===== src/rtl/controlador_memoria_dados_if.sv =====
// Bus bundle between the load/store datapath, the data-memory controller and the data memory.
// The controller takes the slave view; the datapath plus memory side takes the master view.
interface controlador_memoria_dados_if #(
  parameter int ADDR_W = 8,
  parameter int DATA_W = 8
);
  logic              cpu_req;
  logic              cpu_we;
  logic [ADDR_W-1:0] cpu_end;
  logic [DATA_W-1:0] cpu_dado;
  logic              cpu_ack;
  logic [DATA_W-1:0] cpu_saida;
  logic              ocupado;
  logic              erro;
  logic              mem_read;
  logic              mem_write;
  logic [ADDR_W-1:0] mem_endereco;
  logic [DATA_W-1:0] mem_dado;
  logic [DATA_W-1:0] mem_saida;

  modport slave (
    input  cpu_req, cpu_we, cpu_end, cpu_dado, mem_saida,
    output cpu_ack, cpu_saida, ocupado, erro,
           mem_read, mem_write, mem_endereco, mem_dado
  );

  modport master (
    output cpu_req, cpu_we, cpu_end, cpu_dado, mem_saida,
    input  cpu_ack, cpu_saida, ocupado, erro,
           mem_read, mem_write, mem_endereco, mem_dado
  );
endinterface


===== src/rtl/controlador_memoria_dados.sv =====
// Single-request load/store controller for the 8-bit data memory, all outputs registered.
// Define MEM_VERIFY_EN to read back every store and flag mismatches on the sticky erro output.
module controlador_memoria_dados #(
  parameter int ADDR_W = 8,
  parameter int DATA_W = 8,
  parameter int RD_LAT = 1
) (
  input logic                      clk,
  input logic                      clr,
  controlador_memoria_dados_if.slave bus
);

  localparam int CNT_W = 3;

  typedef enum logic [2:0] {S_IDLE, S_WRITE, S_READ, S_WAIT, S_DONE} state_t;

  state_t            state_q, state_d;
  logic [CNT_W-1:0]  cnt_q, cnt_d;
  logic [ADDR_W-1:0] end_q, end_d;
  logic [DATA_W-1:0] dado_q, dado_d;
  logic [DATA_W-1:0] saida_q, saida_d;
  logic              mem_read_q, mem_read_d;
  logic              mem_write_q, mem_write_d;
  logic              ack_q, ack_d;
  logic              ocupado_q, ocupado_d;
`ifdef MEM_VERIFY_EN
  logic              we_q, we_d;
  logic              erro_q, erro_d;
`endif

  always_comb begin
    state_d = state_q;
    cnt_d   = cnt_q;
    end_d   = end_q;
    dado_d  = dado_q;
    saida_d = saida_q;
`ifdef MEM_VERIFY_EN
    we_d    = we_q;
    erro_d  = erro_q;
`endif
    case (state_q)
      S_IDLE: begin
        if (bus.cpu_req) begin
          end_d   = bus.cpu_end;
          dado_d  = bus.cpu_dado;
`ifdef MEM_VERIFY_EN
          we_d    = bus.cpu_we;
`endif
          state_d = bus.cpu_we ? S_WRITE : S_READ;
        end
      end
      S_WRITE: begin
`ifdef MEM_VERIFY_EN
        state_d = S_READ;
`else
        state_d = S_DONE;
`endif
      end
      S_READ: begin
        cnt_d   = CNT_W'(RD_LAT - 1);
        state_d = S_WAIT;
      end
      S_WAIT: begin
        if (cnt_q == '0) begin
          saida_d = bus.mem_saida;
          state_d = S_DONE;
`ifdef MEM_VERIFY_EN
          // Only store readbacks are compared; plain loads never touch erro.
          if (we_q && (bus.mem_saida != dado_q)) erro_d = 1'b1;
`endif
        end else begin
          cnt_d = cnt_q - CNT_W'(1);
        end
      end
      S_DONE:  state_d = S_IDLE;
      default: state_d = S_IDLE;
    endcase

    // Strobes are decoded from the next state so they leave flops aligned with it.
    mem_write_d = (state_d == S_WRITE);
    mem_read_d  = (state_d == S_READ) || (state_d == S_WAIT);
    ack_d       = (state_d == S_DONE);
    ocupado_d   = (state_d != S_IDLE);
  end

  always_ff @(posedge clk) begin
    if (clr) begin
      state_q     <= S_IDLE;
      cnt_q       <= '0;
      end_q       <= '0;
      dado_q      <= '0;
      saida_q     <= '0;
      mem_read_q  <= 1'b0;
      mem_write_q <= 1'b0;
      ack_q       <= 1'b0;
      ocupado_q   <= 1'b0;
`ifdef MEM_VERIFY_EN
      we_q        <= 1'b0;
      erro_q      <= 1'b0;
`endif
    end else begin
      state_q     <= state_d;
      cnt_q       <= cnt_d;
      end_q       <= end_d;
      dado_q      <= dado_d;
      saida_q     <= saida_d;
      mem_read_q  <= mem_read_d;
      mem_write_q <= mem_write_d;
      ack_q       <= ack_d;
      ocupado_q   <= ocupado_d;
`ifdef MEM_VERIFY_EN
      we_q        <= we_d;
      erro_q      <= erro_d;
`endif
    end
  end

  assign bus.cpu_ack      = ack_q;
  assign bus.cpu_saida    = saida_q;
  assign bus.ocupado      = ocupado_q;
  assign bus.mem_read     = mem_read_q;
  assign bus.mem_write    = mem_write_q;
  assign bus.mem_endereco = end_q;
  assign bus.mem_dado     = dado_q;
`ifdef MEM_VERIFY_EN
  assign bus.erro         = erro_q;
`else
  assign bus.erro         = 1'b0;
`endif

endmodule


===== src/flat_wrapper.sv =====
// flat-port wrapper written by rule: the top's interface ports become plain ports
module controlador_memoria_dados_flat 
#(
  parameter int ADDR_W = 8,
  parameter int DATA_W = 8,
  parameter int RD_LAT = 1
)
  (clk, clr, bus_cpu_req, bus_cpu_we, bus_cpu_end, bus_cpu_dado, bus_mem_saida, bus_cpu_ack, bus_cpu_saida, bus_ocupado, bus_erro, bus_mem_read, bus_mem_write, bus_mem_endereco, bus_mem_dado);
  controlador_memoria_dados_if #(.ADDR_W(ADDR_W), .DATA_W(DATA_W)) bus_i ();
  input logic clk;
  input logic clr;
  input wire logic [$bits(bus_i.cpu_req)-1:0] bus_cpu_req;
  input wire logic [$bits(bus_i.cpu_we)-1:0] bus_cpu_we;
  input wire logic [$bits(bus_i.cpu_end)-1:0] bus_cpu_end;
  input wire logic [$bits(bus_i.cpu_dado)-1:0] bus_cpu_dado;
  input wire logic [$bits(bus_i.mem_saida)-1:0] bus_mem_saida;
  output wire logic [$bits(bus_i.cpu_ack)-1:0] bus_cpu_ack;
  output wire logic [$bits(bus_i.cpu_saida)-1:0] bus_cpu_saida;
  output wire logic [$bits(bus_i.ocupado)-1:0] bus_ocupado;
  output wire logic [$bits(bus_i.erro)-1:0] bus_erro;
  output wire logic [$bits(bus_i.mem_read)-1:0] bus_mem_read;
  output wire logic [$bits(bus_i.mem_write)-1:0] bus_mem_write;
  output wire logic [$bits(bus_i.mem_endereco)-1:0] bus_mem_endereco;
  output wire logic [$bits(bus_i.mem_dado)-1:0] bus_mem_dado;
  assign bus_i.cpu_req = bus_cpu_req;
  assign bus_i.cpu_we = bus_cpu_we;
  assign bus_i.cpu_end = bus_cpu_end;
  assign bus_i.cpu_dado = bus_cpu_dado;
  assign bus_i.mem_saida = bus_mem_saida;
  assign bus_cpu_ack = bus_i.cpu_ack;
  assign bus_cpu_saida = bus_i.cpu_saida;
  assign bus_ocupado = bus_i.ocupado;
  assign bus_erro = bus_i.erro;
  assign bus_mem_read = bus_i.mem_read;
  assign bus_mem_write = bus_i.mem_write;
  assign bus_mem_endereco = bus_i.mem_endereco;
  assign bus_mem_dado = bus_i.mem_dado;
  controlador_memoria_dados #(.ADDR_W(ADDR_W), .DATA_W(DATA_W), .RD_LAT(RD_LAT)) u_core (.clk(clk), .clr(clr), .bus(bus_i));
endmodule

===== config.mk =====
export PLATFORM = sky130hd
export DESIGN_NAME = controlador_memoria_dados_flat
export DESIGN_NICKNAME = d
export VERILOG_FILES = /design/src/rtl/controlador_memoria_dados_if.sv /design/src/rtl/controlador_memoria_dados.sv /design/src/flat_wrapper.sv
export SDC_FILE = /design/constraint.sdc
export NUM_CORES = 1
export LEC_CHECK = 0
export BUFFER_PORTS_ARGS = -buffer_cell sky130_fd_sc_hd__buf_2
export CELL_PAD_IN_SITES_DETAIL_PLACEMENT = 1
export CELL_PAD_IN_SITES_GLOBAL_PLACEMENT = 2
export CORE_ASPECT_RATIO = 0.6
export CORE_MARGIN = 1.5
export CORE_UTILIZATION = 28
export CTS_CLUSTER_DIAMETER = 50
export DETAILED_ROUTE_END_ITERATION = 7
export PLACE_DENSITY_LB_ADDON = 0.1
export SYNTH_ARGS = -nofsm -noshare
export SYNTH_HDL_FRONTEND = slang
export SYNTH_SLANG_ARGS = --single-unit

===== constraint.sdc =====
create_clock -name clk -period 2.9 [get_ports clk]
set_input_delay 0.145 -clock clk [delete_from_list [all_inputs] [get_ports clk]]
set_output_delay 0.145 -clock clk [all_outputs]
set_load 0.1 [all_outputs]

==> flow_summary.ini, run 1 <==
[status]
status = completed

[placed_design]
gpl.final_weighted_congestion = 0.7633
buffer_ports.inserted = 55
dp_hpwl_um = 2517
dpl_worst_slack_ns = 1.168

[power_and_ir_drop]
p_sw_uw = 418.2
comb_power_share_pct = 23.6
pwr_density_cell_nw_per_um2 = 691.6
clock_power_share_pct = 33.9
power.switching_fraction_pct = 34.72
power.leakage_uw = 0.0007927
worst_vdd_rail_ir_drop_mv = 0.2305
internal_power_uw = 786.3
post-layout-total-power_uw = 1204
power_frac_seq_pct = 42.4

[timing]
finalWorstSetupSlack_ns = 1.176
grt_setup_unrepaired = false
achievable-frequency_ghz = 0.5800
hold_viol = 0
remaining_max_slew_budget_at_the_tightest_pin_pct = 35.67
report.final.setup_viol = 0
layout_worst_path_cycle_share_pct = 59.45
finalClockSkew_ns = 0.004864
worst_slew_pin_tran_ns = 0.9609
setup_total_negative_slack_ns = 0
timing_max_transition_violations_final = 0
post-route-min-period_ns = 1.724

[routing]
route.antenna.remaining_nets = 0
vias = 1208
post-route-drc-count = 0
wire_per_inst_um = 13.30
drt_first_iter_violations = 25
routed_wl_um = 3550
drt_pre_antenna_iters = 4
vias_per_cell = 4.524

[clocking]
cts-htree-levels = 2
cts_buffer_depth = 2
clock_sink_count = 34
cts-hold-fix-buffers = 0
postCtsSetupRepairBufs = 0
postCtsResizedCells = 0
worst_skew_pair.late_latency_ns = 0.28
cts_root_buffer = clkbuf_8
number_of_buffers_inserted_during_clock_tree_synthesis = 5
clk_pin_slew_worst_paths_ns = 0.07
tritoncts = built

[critical_path]
worst_setup_path_end_kind = register
worstPathMaxFanout = 18
reg2reg_from = u_core.state_q[0]
worst_r2r_path_depth = 3
worst-endpoint-arrival_ns = 1.93
start_kind = register
ff2ff_setup_slack_ns = 1.18
regToRegEndpoint = u_core.state_q[0]
path_class = register to register
worstPathRequired_ns = 3.11

[yosys]
synth-seq-cells = 34
netlist_instances = 153
seq_area_frac_synth_pct = 49.95
mapped_nets = 183
postSynth.topFlopCell = dfxtp_1
yosys_warnings = 0
synth.cells.most_frequent = 35 x nand2_1, 34 x dfxtp_1, 31 x a21oi_1, 11 x nand2b_1, 8 x a31o_1
yosys.area.top_type_share_pct = 49.95
syn_area_um2 = 1363
syn-mean-instance-area_um2 = 8.906
post_synth_main_area_contributors = dfxtp_1 50%, a21oi_1 11%, nand2_1 9.6%
synthArstFlopShare_pct = 0
synth_cell_type_count = 28
synth_edf_count = 0
post-synth-top-count-cell = nand2_1
leading_area_contributor_after_synthesis = dfxtp_1

[die]
ios = 57
die_height_um = 57.04
floorplan.die.width_um = 93.06
core_area_um2 = 4636
start_util_pct = 29.39
placement_rows = 19
die_area_um2 = 5308

[cells_and_area]
syn_to_final_growth_pct = 27.82
num-nets-final = 233
antenna_cells_inserted = 0
final_util_pct = 37.57
final_layout_size_suffix_gt1_share_pct = 31.37

[hold_path]
worst_hold_path.endpoint = u_core.bus.cpu_saida[2]
min_delay_startpoint = bus_mem_saida[2]
worst_hold_path.num_cells = 2
holdCritPathClass = input pin to register

[global_route]
globalRouteMet3Util_pct = 4.533
grt_max_degree = 33
global_route.usage.met2_pct = 22.63
groute.usage.overall_pct = 14.48
grt_overflow = 0
via_count_of_the_first_global_routing_pass = 1248
grt_use_met1_pct = 18.75
grt_pass1_wl_um = 5844
grt_antenna_before_repair = 0
grt-busiest-layer = met2

[flow_run]
cap_viol_max_count = 0
state kept, by name, indices dropped and copies added (netlist names):
register                 flops
u_core.bus.cpu_ack           1
u_core.bus.mem_write         1
u_core.bus.ocupado           1
u_core.state_q               3
u_core.bus.mem_endereco      8
u_core.bus.mem_dado          8
u_core.bus.cpu_saida         8
u_core.cnt_q                 3
u_core.bus.mem_read          1
metal layers:
metal / vias to the layer above / part of all wire, %
met5: - / 0
met4: 0 / 0.85
met3: 2 / 5.0
met2: 33 / 44
met1: 561 / 50
li1: 612 / -
critical path: stages, from the launching register on:
cell	delay, ns
dfxtp_1	0.41
nor4b_4	0.89
nand2_1	0.17
a21oi_1	0.18
worst max-delay path by stage:
stage	end	cells after the start	from	slack [ns]
6_report	u_core.state_q[0]	3	u_core.state_q[0]	1.18
5_1_grt	u_core.state_q[1]	3	u_core.state_q[0]	1.02
4_1_cts	u_core.state_q[0]	3	u_core.state_q[0]	1.15
3_5_place_dp	u_core.state_q[0]	3	u_core.state_q[0]	1.17
3_3_place_gp	u_core.state_q[0]	3	u_core.state_q[0]	1.25
2_1_floorplan	u_core.bus.mem_dado[0]	6	u_core.state_q[0]	1.44
power by group through the flow:
stage / combinational, uW / sequential (uW) / clock, uW
global route: 300 / 514 / 449
floorplan: 86.6 / 677 / 0
CTS: 287 / 511 / 424
global placement: 282 / 520 / 0
finish: 285 / 511 / 409
detailed placement: 287 / 521 / 0
cell type report:
type,instances,area [um2]
clock buffers,8,110.1
inverters,3,11.26
fillers,574,2894
well taps,63,78.83
multi-input cells,104,585.6
repair buffers,55,275.3
flip-flops and latches,34,680.7
through the flow:
| stage | cell area, um2 | instances | hold WS, ns |
|---|---|---|---|
| after global routing | 1742 | 267 | 0.06387 |
| after global placement | 1632 | 259 | 0.3617 |
| after floorplan | 1363 | 153 | 0.2629 |
| final | 1742 | 267 | 0.07268 |
| after detailed placement | 1632 | 259 | 0.3705 |
| after CTS | 1742 | 267 | 0.06887 |
placed cells by master, fill, tap and decap left out, drive strengths merged:
cell type	instances
o21ai	1
nand3	1
dfxtp	34
nor2	2
nor4b	1
and4bb	1
nand4	1
a31o	8
mux2i	1
or4b	1
nand2	35
clkbuf	8
conb	1
a21o	1
nand2b	11
buf	55
and2	1
o32ai	1
a21oi	31
ha	2
nor2b	2
o31a	1
nand3b	1
inv	2
clkinv	1
cell families (layout without fill, tap and decap cells):
group	count (synthesis)	after routing	synth area share [%]
and+or+nand+nor	57	57	21.40
muxes	1	1	0.7346
buffers and inverters	15	66	7.070
adders and majority gates	2	2	1.836
other	1	1	0.2752
AOI/OAI and AO/OA	43	43	18.73
DFF	34	34	49.95
(Power assumes the default switching activity.)
==> inputs of run 2 (changes only) <==
ABC_AREA = 1   (was default)
CORE_UTILIZATION = 22   (was 28)
clock period = 1.5 ns   (was 2.9 ns; I/O delays follow)
==> run 2 against run 1 <==
Via count increased by 4.5%. Synthesized area rose by 1.9%. Routed wire length is 3.6% higher. Core utilization is 7.5 points lower. Clock skew down 0.0019 ns. Non-clock buffer count is 2 higher. Register-to-register slack got worse by 0.99 ns. Worst setup slack lost 0.99 ns. Combinational power rose to 2.9 times the previous value. Clock-buffer cell count fell by 1. Sequential power up 100%. Sequential cell count is the same. Largest cell class unchanged. Largest power group unchanged. Highest routed layer unchanged.
==> flow_summary.ini, run 2 <==
[cells_and_area]
antenna_cells_inserted = 0
final_layout_size_suffix_gt1_share_pct = 37.39
num-nets-final = 267
most-common-layout-cells = 55 x buf_2, 42 x nor2_1, 34 x dfxtp_1, 25 x nand2_1, 18 x nor2_2
syn_to_final_growth_pct = 32.43
final_util_pct = 30.10
most_common_library_cell_in_the_layout_ignoring_fill_and_taps = buf_2
final_area_um2 = 1839

[global_route]
via_count_of_the_first_global_routing_pass = 1234
grt_pass1_wl_um = 6161
grt_max_degree = 28
grt_antenna_before_repair = 0
groute.usage.overall_pct = 11.57
grt_overflow = 0

[die]
ios = 57
core_area_um2 = 6111
die_area_um2 = 6814
placement_rows = 22
floorplan.die.width_um = 105.6
die_height_um = 64.55
start_util_pct = 22.73

[critical_path]
critPathBufInv = 1
cp_cell_sequence = inv_1 > ha_1 > nand3_4 > nand2_1 > o21ai_0 > nor2_1
regToRegEndpoint = u_core.cnt_q[0]
worstPathRequired_ns = 1.67
timing.critical_path.slowest_cell_delay_ns = 0.36
worst_setup_path_end_kind = register
worstPathMaxFanout = 7
worst_path_max_delay_cell = dfxtp_1
path_class = register to register
ff2ff_setup_slack_ns = 0.19
worst_r2r_path_depth = 6
reg2reg_from = u_core.cnt_q[0]
critical_path.top_delay_family = flip-flops
start_kind = register
worst-endpoint-arrival_ns = 1.48

[timing]
grt_setup_unrepaired = false
finalWorstSetupSlack_ns = 0.1908
setup_total_negative_slack_ns = 0
layout_worst_path_cycle_share_pct = 87.28
hold_viol = 0
report.final.setup_viol = 0
remaining_max_slew_budget_at_the_tightest_pin_pct = 65.97
post-route-min-period_ns = 1.309
timing_max_transition_violations_final = 0
achievable-frequency_ghz = 0.7638
worst_slew_pin_tran_ns = 0.5140
finalClockSkew_ns = 0.002930

[yosys]
syn_area_um2 = 1389
seq_area_frac_synth_pct = 49.01
mapped_nets = 210
synth_cell_type_count = 23
netlist_instances = 180
synthArstFlopShare_pct = 0
yosys.area.top_type_share_pct = 49.01
leading_area_contributor_after_synthesis = dfxtp_1
syn-mean-instance-area_um2 = 7.716
post-synth-top-count-cell = nor2_1
synth-seq-cells = 34
yosys_warnings = 0
synth.cells.most_frequent = 42 x nor2_1, 34 x dfxtp_1, 25 x nand2_1, 18 x nor2_2, 17 x inv_1
synth_edf_count = 0
postSynth.topFlopCell = dfxtp_1
post_synth_main_area_contributors = dfxtp_1 49%, nor2_1 11%, nor2_2 8.1%

[placed_design]
post_dp_cell_area_um2 = 1745
gpl.final_weighted_congestion = 0.6780
buffer_ports.inserted = 55
dp_hpwl_um = 2667
dpl_worst_slack_ns = 0.1755

[routing]
route.antenna.remaining_nets = 0
post-route-drc-count = 0
vias = 1262
routed_wl_um = 3677
drt_pre_antenna_iters = 4
wire_per_inst_um = 11.42
drt_first_iter_violations = 24
vias_per_cell = 3.919

[power_and_ir_drop]
pwr_density_cell_nw_per_um2 = 1383
power.leakage_uw = 0.0009047
worst_vdd_rail_ir_drop_mv = 0.3361
post-layout-total-power_uw = 2544

[clocking]
number_of_buffers_inserted_during_clock_tree_synthesis = 5
cts-hold-fix-buffers = 0
cts_buffer_depth = 2
cts_root_buffer = clkbuf_8
clk_pin_slew_worst_paths_ns = 0.07
tritoncts = built
postCtsSetupRepairBufs = 0
cts-htree-levels = 2
worst_skew_pair.late_latency_ns = 0.28
clock_sink_count = 34

[hold_path]
holdCritPathClass = input pin to register
min_delay_startpoint = bus_cpu_dado[3]
worst_hold_path.endpoint = u_core.bus.mem_dado[3]
worst_hold_path.num_cells = 3

[status]
status = completed

[flow_run]
cap_viol_max_count = 0
-- run 2: final cells by class --
cell class / instances / area [um2]
fillers: 782 / 4272
flip-flops and latches: 34 / 680.7
multi-input cells: 120 / 583.1
well taps: 84 / 105.1
clock buffers: 7 / 86.33
repair buffers: 57 / 302.8
clock inverters: 1 / 5.005
inverters: 19 / 76.32
-- run 2: worst max-delay path by stage --
stage	start	endpoint	slack (ns)	cells past startpoint
final	u_core.cnt_q[0]	u_core.cnt_q[0]	0.19	6
after global routing	u_core.state_q[0]	u_core.bus.mem_read	0.05	5
after CTS	u_core.cnt_q[0]	u_core.cnt_q[0]	0.17	6
after detailed placement	u_core.cnt_q[0]	u_core.cnt_q[0]	0.18	6
after global placement	u_core.state_q[1]	u_core.state_q[1]	0.18	5
after floorplan	u_core.cnt_q[0]	u_core.bus.cpu_saida[5]	0.26	8
-- run 2: kinds of logic after synthesis --
family / synth area share [%]
AOI/OAI and AO/OA: 8.288
adders and majority gates: 1.802
buffers and inverters: 9.009
DFF: 49.01
other: 0.2700
and+or+nand+nor: 31.62
-- run 2: where the power goes --
group | switching [uW] | total, uW | internal (uW)
logic | 676 | 829 | 153
clock network | 327 | 697 | 370
registers | 37.2 | 1020 | 980
-- run 2: metrics by stage --
step	hold WS [ns]	cells
after CTS	0.03088	322
after detailed placement	0.3227	314
after global placement	0.3227	314
final	0.03485	322
after global routing	0.05730	322
after floorplan	0.2238	180
-- run 2: timing repair --
action / in CTS / in global routing
endpoints found under the hold margin: 0 / 0
gates resized for setup: 0 / 1
endpoints found under the setup margin: 0 / 1
-- run 2: routing by layer --
metal	vias to the layer above	track usage, %	wire length, um
met2	30	16.67	1419
met1	565	16.44	2033
li1	665	-	-
met5	-	0	0
met4	0	3.041	26
met3	2	3.823	198
-- run 2: tightest hold or removal path, stage by stage --
cell and delay (ns):
buf_2 0.08, o21ai_1 0.06, nor2_1 0.07
